`src/rtl/mic_frame_writer.sv`:
```
`default_nettype none
// ============================================================================
// Module      : mic_frame_writer
// Description : Packs NUM_CH-sample microphone frames into the second port of
//               a dual-port RAM using ping-pong banks. Raises irq while a full
//               bank awaits software, and counts frames dropped while the
//               current bank is still owned by software.
//               Optional feature macro: MIC_FRAME_HEADER_EN (bank header word).
// Revision    : 1.0 - initial release
// ============================================================================
module mic_frame_writer #(
    parameter int NUM_CH   = 4,
    parameter int SAMPLE_W = 24,
    parameter int ADDR_W   = 9
) (
    input  logic                         clk_clk,
    input  logic                         reset_reset_n,
    input  logic                         sample_valid,
    output logic                         sample_ready,
    input  logic [NUM_CH*SAMPLE_W-1:0]   sample_data,
    output logic [ADDR_W-1:0]            ram_address,
    output logic                         ram_chipselect,
    output logic                         ram_clken,
    output logic                         ram_write,
    output logic [31:0]                  ram_writedata,
    output logic [3:0]                   ram_byteenable,
    output logic                         irq,
    output logic [1:0]                   bank_pending,
    input  logic [1:0]                   irq_ack,
    output logic [15:0]                  overrun_count
);

    localparam int c_off_w = ADDR_W - 1;
`ifdef MIC_FRAME_HEADER_EN
    localparam int c_hdr_words = 1;
`else
    localparam int c_hdr_words = 0;
`endif
    localparam int c_frames_per_bank = ((1 << c_off_w) - c_hdr_words) / NUM_CH;
    localparam int c_frm_w = ADDR_W;

    localparam logic [c_off_w-1:0] c_off_one    = c_off_w'(1);
    localparam logic [c_frm_w-1:0] c_frm_one    = c_frm_w'(1);
    localparam logic [c_frm_w-1:0] c_last_frame = c_frm_w'(c_frames_per_bank - 1);
    localparam logic [4:0]         c_last_ch    = 5'(NUM_CH - 1);

    typedef enum logic [1:0] {
        S_IDLE = 2'd0,
        S_HDR  = 2'd1,
        S_WR   = 2'd2
    } state_t;

    state_t                      r_state;
    logic                        r_ready;
    logic                        r_bank;
    logic [c_off_w-1:0]          r_offset;
    logic [c_frm_w-1:0]          r_frames;
    logic [4:0]                  r_ch;
    logic [15:0]                 r_seq;
    logic [1:0]                  r_pending;
    logic [15:0]                 r_overrun;
    logic [NUM_CH*SAMPLE_W-1:0]  r_shadow;
    logic                        r_cs;
    logic [ADDR_W-1:0]           r_address;
    logic [31:0]                 r_wdata;

    logic                        w_accept;
    logic                        w_drop;
    logic                        w_bank_done;
    logic [1:0]                  w_pend_set;
    logic [4:0]                  w_next_ch;
    logic [SAMPLE_W-1:0]         w_next_sample;
    logic [31:0]                 w_next_word;
    logic [31:0]                 w_first_in_word;
`ifdef MIC_FRAME_HEADER_EN
    logic [31:0]                 w_shadow0_word;
`endif

    // r_ready is only ever high in S_IDLE, so it alone qualifies an accept
    assign w_accept    = sample_valid & r_ready;
    assign w_drop      = r_pending[r_bank];
    assign w_next_ch   = r_ch + 5'd1;
    assign w_bank_done = (r_state == S_WR) && (r_ch == c_last_ch) && (r_frames == c_last_frame);
    assign w_pend_set  = w_bank_done ? (r_bank ? 2'b10 : 2'b01) : 2'b00;

    assign w_first_in_word = 32'($signed(sample_data[SAMPLE_W-1:0]));
    assign w_next_word     = 32'($signed(w_next_sample));
`ifdef MIC_FRAME_HEADER_EN
    assign w_shadow0_word  = 32'($signed(r_shadow[SAMPLE_W-1:0]));
`endif

    // Select the shadowed sample for the channel written on the next cycle
    always_comb begin
        w_next_sample = '0;
        for (int i = 0; i < NUM_CH; i++) begin
            if (w_next_ch == 5'(i)) begin
                w_next_sample = r_shadow[i*SAMPLE_W +: SAMPLE_W];
            end
        end
    end

    // Frame FSM: accept/drop, header and sample writes, banking, pending flags
    always_ff @(posedge clk_clk or negedge reset_reset_n) begin
        if (!reset_reset_n) begin
            r_state   <= S_IDLE;
            r_ready   <= 1'b0;
            r_bank    <= 1'b0;
            r_offset  <= '0;
            r_frames  <= '0;
            r_ch      <= '0;
            r_seq     <= '0;
            r_pending <= '0;
            r_overrun <= '0;
            r_shadow  <= '0;
            r_cs      <= 1'b0;
            r_address <= '0;
            r_wdata   <= '0;
        end else begin
            // A completion set takes priority over a same-cycle acknowledge
            r_pending <= (r_pending & ~irq_ack) | w_pend_set;

            case (r_state)
                S_IDLE: begin
                    r_ready <= 1'b1;
                    if (w_accept) begin
                        r_seq <= r_seq + 16'd1;
                        if (w_drop) begin
                            if (r_overrun != 16'hFFFF) begin
                                r_overrun <= r_overrun + 16'd1;
                            end
                        end else begin
                            r_shadow  <= sample_data;
                            r_ready   <= 1'b0;
                            r_cs      <= 1'b1;
                            r_address <= {r_bank, r_offset};
                            r_offset  <= r_offset + c_off_one;
`ifdef MIC_FRAME_HEADER_EN
                            if (r_offset == '0) begin
                                // Header carries the sequence number of this frame
                                r_state <= S_HDR;
                                r_wdata <= {8'hA5, 8'(NUM_CH), r_seq};
                            end else begin
                                r_state <= S_WR;
                                r_ch    <= '0;
                                r_wdata <= w_first_in_word;
                            end
`else
                            r_state <= S_WR;
                            r_ch    <= '0;
                            r_wdata <= w_first_in_word;
`endif
                        end
                    end
                end
`ifdef MIC_FRAME_HEADER_EN
                S_HDR: begin
                    r_state   <= S_WR;
                    r_ch      <= '0;
                    r_address <= {r_bank, r_offset};
                    r_offset  <= r_offset + c_off_one;
                    r_wdata   <= w_shadow0_word;
                end
`endif
                S_WR: begin
                    if (r_ch == c_last_ch) begin
                        r_state <= S_IDLE;
                        r_cs    <= 1'b0;
                        r_ready <= 1'b1;
                        if (r_frames == c_last_frame) begin
                            // Bank full: hand it to software and flip banks
                            r_frames <= '0;
                            r_bank   <= ~r_bank;
                            r_offset <= '0;
                        end else begin
                            r_frames <= r_frames + c_frm_one;
                        end
                    end else begin
                        r_ch      <= w_next_ch;
                        r_address <= {r_bank, r_offset};
                        r_offset  <= r_offset + c_off_one;
                        r_wdata   <= w_next_word;
                    end
                end
                default: begin
                    r_state <= S_IDLE;
                    r_cs    <= 1'b0;
                end
            endcase
        end
    end

    assign sample_ready   = r_ready;
    assign ram_address    = r_address;
    assign ram_chipselect = r_cs;
    assign ram_clken      = r_cs;
    assign ram_write      = r_cs;
    assign ram_writedata  = r_wdata;
    assign ram_byteenable = {4{r_cs}};
    assign bank_pending   = r_pending;
    assign irq            = |r_pending;
    assign overrun_count  = r_overrun;

endmodule
`default_nettype wire

```
`config.mk`:
```
export PLATFORM = sky130hd
export DESIGN_NAME = mic_frame_writer
export DESIGN_NICKNAME = d
export VERILOG_FILES = /design/src/rtl/mic_frame_writer.sv
export SDC_FILE = /design/constraint.sdc
export NUM_CORES = 1
export LEC_CHECK = 0
export ABC_AREA = 1
export CORE_MARGIN = 2
export CORE_UTILIZATION = 35
export CTS_CLUSTER_DIAMETER = 50
export DETAILED_ROUTE_END_ITERATION = 16
export PLACE_DENSITY = 0.57
export SLEW_MARGIN = 30
export SYNTH_ARGS = -nofsm -noshare
export SYNTH_HDL_FRONTEND = slang
export SYNTH_SLANG_ARGS = --single-unit
```
`constraint.sdc`:
```
create_clock -name clk_clk -period 1.7 [get_ports clk_clk]
set_input_delay 0.255 -clock clk_clk [delete_from_list [all_inputs] [get_ports clk_clk]]
set_output_delay 0.255 -clock clk_clk [all_outputs]
set_load 0.03 [all_outputs]
```
---- Word-level counts from Yosys, hierarchy flattened ----
Index checks and enable logic that the tools add are counted.
word-level totals
  register bits after elaboration ......... 182
  bits of input ports ..................... 101
  output and inout bits ................... 68
  word-level logic and storage cells ...... 87
cells by class
  add/subtract/negate cells ............... 4
  $lt $le $gt $ge ......................... 1
  equal/unequal tests ..................... 12
  mux-type cells .......................... 38
  bitwise operators ....................... 6
  reduce and logical (&&, ||, !) cells .... 14
operators by type and width
  kind                   count
  $mux 24                4
  $mux 32                3
  $pmux 32 s2            1
  $mux 9                 4
  $mux 8                 4
  $pmux 9 s2             1
  $add 16x1->16 const B  1
  $ne 16x16->1 const B   1
  $pmux 8 s2             1
  $eq 5x2->1 const B     3
  $mux 5                 3
  $reduce_and 4->1       3
  $mux 2                 5
  $pmux 5 s2             1
  $add 9x1->9 const B    1
  $eq 9x6->1 const B     1
  $reduce_and 3->1       3
  $add 8x1->8 const B    1
  $mux 1                 8
  $ne 2x2->1 const B     3
  $add 5x1->5 const B    1
  $eq 5x1->1 const B     1
  $logic_not 5->1        1
  $pmux 1 s2             2
  other kinds (15)       18

---- Longest topological paths before layout ----
  word-level depth ........................ 8
  depth in mapped cells ................... 14
  gate-level depth less buffers ........... 13

---- Worst setup path before layout ----
No wires, ideal clock.
  kind .................................... reg-to-reg
  from .................................... reg r_ch[0]
  to ...................................... reg r_wdata[10] (netlist: ram_writedata[10])
  setup time .............................. 0.122 ns
  data arrival time ....................... 1.671 ns
  required time ........................... 1.578 ns
  setup slack ............................. -0.093 ns
  cell stages (with the launch flop) ...... 10
  buffers on the path ..................... 2
  clock period less this slack ............ 1.793 ns
  path through ............................ dfrtp_1 ha_1 xnor2_2 nand3_2 nor2_1 buf_2 buf_4 a21oi_1 nand2_1 a21oi_1
on the way
  longest elaborated chain between the ends .. 8
  elaborated cells between the ends (all ways) .. 14
  classes of those cells .................. add/sub: 1; eq/ne: 5; mux: 6; reduce/logical: 2
ends and longest elaborated chain
  item                    line  source
  from (decl)             58    logic [4:0] r_ch;
  from (signal assigned)  178   r_ch <= w_next_ch;
  $add 5x1->5             82    assign w_next_ch = r_ch + 5'd1;
  $logic_not 5->1         96    if (w_next_ch == 5'(i)) begin
  $mux 24 (4 in a row)    96
  $mux 32                 165   if (r_ch == c_last_ch) begin
  $pmux 32 s2             122   case (r_state)
  to (signal assigned)    150   r_wdata <= w_first_in_word;
  to (signal assigned)    181   r_wdata <= w_next_word;
  to (decl)               65    logic [31:0] r_wdata;
Several ways; a longest one is shown, not always the timed one. The select of a mux whose other input is x is not followed.
A chain may end at the register's enable or synchronous reset.

---- Worst setup path after layout ----
  from .................................... reg r_ch[0]
  to ...................................... reg r_wdata[2] (netlist: ram_writedata[2])
The elaborated chain is that of the path after synthesis.

==> metrics.csv <==
stage;metric;value;unit
status;status;finished with violations;
status;violations_in_the_final_reports;setup timing;
grt;grt_max_degree;61;
placement;placement.setup.worst_slack;-182;ps
cts;cts_sinks;172;
sta;final_hold_viol_count;0;
power_and_ir_drop;irDropWorstVdd;0.870;mV
sta;max_clock_freq;539;MHz
floorplanning;floorplan.initialDensity;35.6;%
yosys;synthDominantCellAreaShare;51.7;%
critical_path;critical_path.most_common_cell;sky130_fd_sc_hd__nand2_1;
placement;dp.cells;1542;
cells_and_area;antennaDiodeCount;0;
yosys;synth_seq_cells;172;
floorplanning;core_region;23400;sq um
sta;rel_slew_slack;74.2;%
detailed_routing;ant_nets;0;
yosys;synth-edff-count;0;
grt;grt_first_pass_wirelength;38.1;mm
yosys;post_synth_inst_count;1049;
yosys;main_area_contributors_after_synthesis;sky130_fd_sc_hd__dfrtp_1 (52%), sky130_fd_sc_hd__nand2_1 (16%), sky130_fd_sc_hd__a21oi_1 (7.5%);
cts;total_clock_buffers_created_by_cts;17;
critical_path;crit_path_cell_trace;ha_4 -> nand4_1 -> buf_4 -> nand3_2 -> nor2_4 -> inv_4 -> nand2_1 -> nand2_1 -> nand2_1 -> nand2_1 -> a21oi_1;
detailed_routing;first_iter_violations;477;
cells_and_area;final_cells;1597;
critical_path;critical_path.reg2reg.endpoint;ram_writedata[2];
critical_path;end_kind;flop;
critical_path;crit_path_max_fanout;24;
yosys;synth_seq_area_share;51.7;%
floorplanning;die_area;25000;sq um
floorplanning;placement_rows;56;
yosys;synthDistinctLibCells;33;
critical_path;r2r.worst_path.cells;11;
sta;setup_viol_count_final;33;
grt;globalRouteOverflowTotal;0;
critical_path;critical-path-slowest-cell;sky130_fd_sc_hd__dfrtp_2;
sta;finalWorstSetupSlack;-154;ps
floorplanning;io-pin-count;169;
cts;tritoncts;built;
floorplanning;chipHeight;158;um
critical_path;path_class;reg2reg;
job;timing.max_cap.violations;0;
power_and_ir_drop;p_leak;5.80;nW
critical_path;setup.worst_path.start_class;flop;
floorplanning;dieWidth;158;um
cells_and_area;final_layout_size_suffix_gt1_share;16.7;%
detailed_routing;detail_route.first_pass.iterations;5;
critical_path;critPathArrivalTime;2170;ps
placement;globalplace.congestion;0.846;
power_and_ir_drop;post-layout-total-power;21.0;mW
grt;antenna_violations_before_repair;0;
yosys;netlist_area;8320;sq um
critical_path;rrSetupSlack;-150;ps
yosys;dominant_cell_type_by_area_after_synthesis;sky130_fd_sc_hd__dfrtp_1;
critical_path;worstReg2RegStart;r_ch[0];
yosys;yosys.cell_count.top_type;sky130_fd_sc_hd__nand2_1;
sta;setup_repair_after_global_routing_missed_its_margin;yes;
power_and_ir_drop;power-per-cell-area;1760;nW/um^2
detailed_routing;detailroute.via_count;7515;
critical_path;timing.critical_path.slowest_cell_delay;400;ps
yosys;syn_area_per_cell;7.93;sq um
sta;worst-slew-pin-transition;389;ps
sta;post-route-period-util;109;%
detailed_routing;drc;0;
hold_path;hp-class;in2async;
cts;cts_htree_levels;4;
sta;final.setup_skew;18.6;ps
yosys;synth_ff_type;sky130_fd_sc_hd__dfrtp_1;
critical_path;cp.buffers_inverters;2;
sta;min_period;1850;ps
detailed_routing;vias_per_cell;4.71;
cts;ctsLongestPathBuffers;2;
yosys;synth_common_cells;sky130_fd_sc_hd__nand2_1 (363), sky130_fd_sc_hd__dfrtp_1 (172), sky130_fd_sc_hd__a21oi_1 (124);
grt;first_global_vias;7252;
critical_path;worstPathRequired;2010;ps
grt;grt_use_total;19.6;%
detailed_routing;route.detailed.wl_per_inst;15.5;um
cells_and_area;area.growth.synth_to_final;43.4;%
yosys;nets_in_the_synthesized_netlist;1158;
cts;clk_transition_reported_paths;80;ps
detailed_routing;total_wirelength_of_the_detailed_routed_design;24.8;mm
cells_and_area;finalNetCount;1374;
cts;clock_latency;440;ps
yosys;ys_async_sr_fraction;100;%
yosys;ys.warnings.count;0;
cts;cts-root-buf;sky130_fd_sc_hd__clkbuf_16;
sta;slew_violations;0;
placement;port_buffers;168;
placement;dpl.hpwl;16.0;mm
critical_path;largest_delay_contributor_family_on_the_critical_path;simple AND/OR/NAND/NOR gates;
[sequential cells by signal, summed over array words and instances, names as in the netlist]
register	flops
bank_pending	2
overrun_count	16
r_bank	1
r_ch	5
r_frames	9
r_offset	8
r_shadow	96
ram_address	9
ram_chipselect	1
ram_writedata	24
sample_ready	1
[worst reg2reg max path, cell delays in order (launching register included)]
cell and delay (ps):
sky130_fd_sc_hd__dfrtp_2 400, sky130_fd_sc_hd__ha_4 190, sky130_fd_sc_hd__nand4_1 170, sky130_fd_sc_hd__buf_4 200
sky130_fd_sc_hd__nand3_2 70, sky130_fd_sc_hd__nor2_4 60, sky130_fd_sc_hd__inv_4 250, sky130_fd_sc_hd__nand2_1 130
sky130_fd_sc_hd__nand2_1 90, sky130_fd_sc_hd__nand2_1 60, sky130_fd_sc_hd__nand2_1 60, sky130_fd_sc_hd__a21oi_1 60
[final cells by class]
cell class	instances	area, sq um
inverter	94	365
multi-input combinational	717	3560
tap	319	399
sequential	172	4310
clock buffer	18	439
fill	2343	11500
timing repair buffer	263	2730
clock inverter	14	125
[routing by layer]
layer  vias to the layer above  routed length [um]  GRT usage [%]
li1                       3756                   -              -
met1                      3584               11600           27.2
met2                       158               11900           31.6
met3                        17                 978           3.42
met4                         0                 331           5.92
met5                         -                   0              0
[worst max path at each step]
stage,slack [ps],cells past startpoint,from,endpoint
5_1_grt,-280,11,r_ch[0],ram_writedata[2]
3_5_place_dp,-180,10,r_ch[0],ram_writedata[13]
6_report,-150,11,r_ch[0],ram_writedata[2]
4_1_cts,-140,10,r_ch[0],ram_writedata[2]
3_3_place_gp,-150,11,r_ch[0],ram_writedata[1]
2_1_floorplan,-4,13,r_ch[1],r_offset[5]
[layout by cell type (no fill, tap or decap), types with 5 or more instances in the layout]
| master | count |
|---|---|
| sky130_fd_sc_hd__nor2_1 | 43 |
| sky130_fd_sc_hd__buf_4 | 63 |
| sky130_fd_sc_hd__xor2_1 | 14 |
| sky130_fd_sc_hd__nand2_1 | 349 |
| sky130_fd_sc_hd__nor2_4 | 9 |
| sky130_fd_sc_hd__buf_12 | 20 |
| sky130_fd_sc_hd__clkbuf_16 | 21 |
| sky130_fd_sc_hd__inv_2 | 6 |
| sky130_fd_sc_hd__a21oi_1 | 112 |
| sky130_fd_sc_hd__dfrtp_1 | 165 |
| sky130_fd_sc_hd__a21oi_2 | 12 |
| sky130_fd_sc_hd__ha_1 | 6 |
| sky130_fd_sc_hd__dlygate4sd2_1 | 56 |
| sky130_fd_sc_hd__nand3_1 | 39 |
| sky130_fd_sc_hd__clkdlybuf4s15_2 | 7 |
| sky130_fd_sc_hd__o21ai_0 | 66 |
| sky130_fd_sc_hd__nand2_2 | 14 |
| sky130_fd_sc_hd__inv_1 | 85 |
| sky130_fd_sc_hd__nand4_1 | 9 |
| sky130_fd_sc_hd__nor3_1 | 5 |
| sky130_fd_sc_hd__dfrtp_2 | 7 |
| sky130_fd_sc_hd__clkdlybuf4s50_1 | 99 |
| sky130_fd_sc_hd__inv_6 | 6 |
[what timing repair did]
action                                 in CTS  in global routing
endpoints found under the hold margin      22                  0
cloned                                      3                  4
setup buffers                               7                  8
setup endpoints to repair                 129                141
hold buffers                                1                  0
pin swaps                                   2                 17
gates resized for setup                   106                 54
[kinds of logic after synthesis]
kind of cell | Yosys count | share of synthesized area (%)
buffers and inverters | 160 | 8.66
flip-flops | 172 | 51.7
XOR/XNOR | 19 | 2.09
AND/OR/NAND/NOR | 488 | 23.9
adder cells (fa/ha/maj) | 8 | 1.20
AO/OA/AOI/OAI | 202 | 12.4
[per-stage QoR]
stage | TNS, ps | utilization, % | cell area, sq um | hold slack [ps]
4_1_cts | -2390 | 49.6 | 11600 | 249
3_3_place_gp | -9500 | 46.5 | 10900 | 156
5_1_grt | -7110 | 51.0 | 11900 | 257
2_1_floorplan | -3.60 | - | 8390 | -40.6
3_5_place_dp | -11980 | 46.5 | 10900 | 159
6_report | -2680 | 51.0 | 11900 | 253
[report_power, final]
group	internal (mW)	total, mW	switching (mW)
Combinational	4.22	10.5	6.28
Sequential	5.81	6.69	0.885
Clock	1.97	3.81	1.84
Total	12.0	21.0	9.01
(Power assumes the default switching activity.)
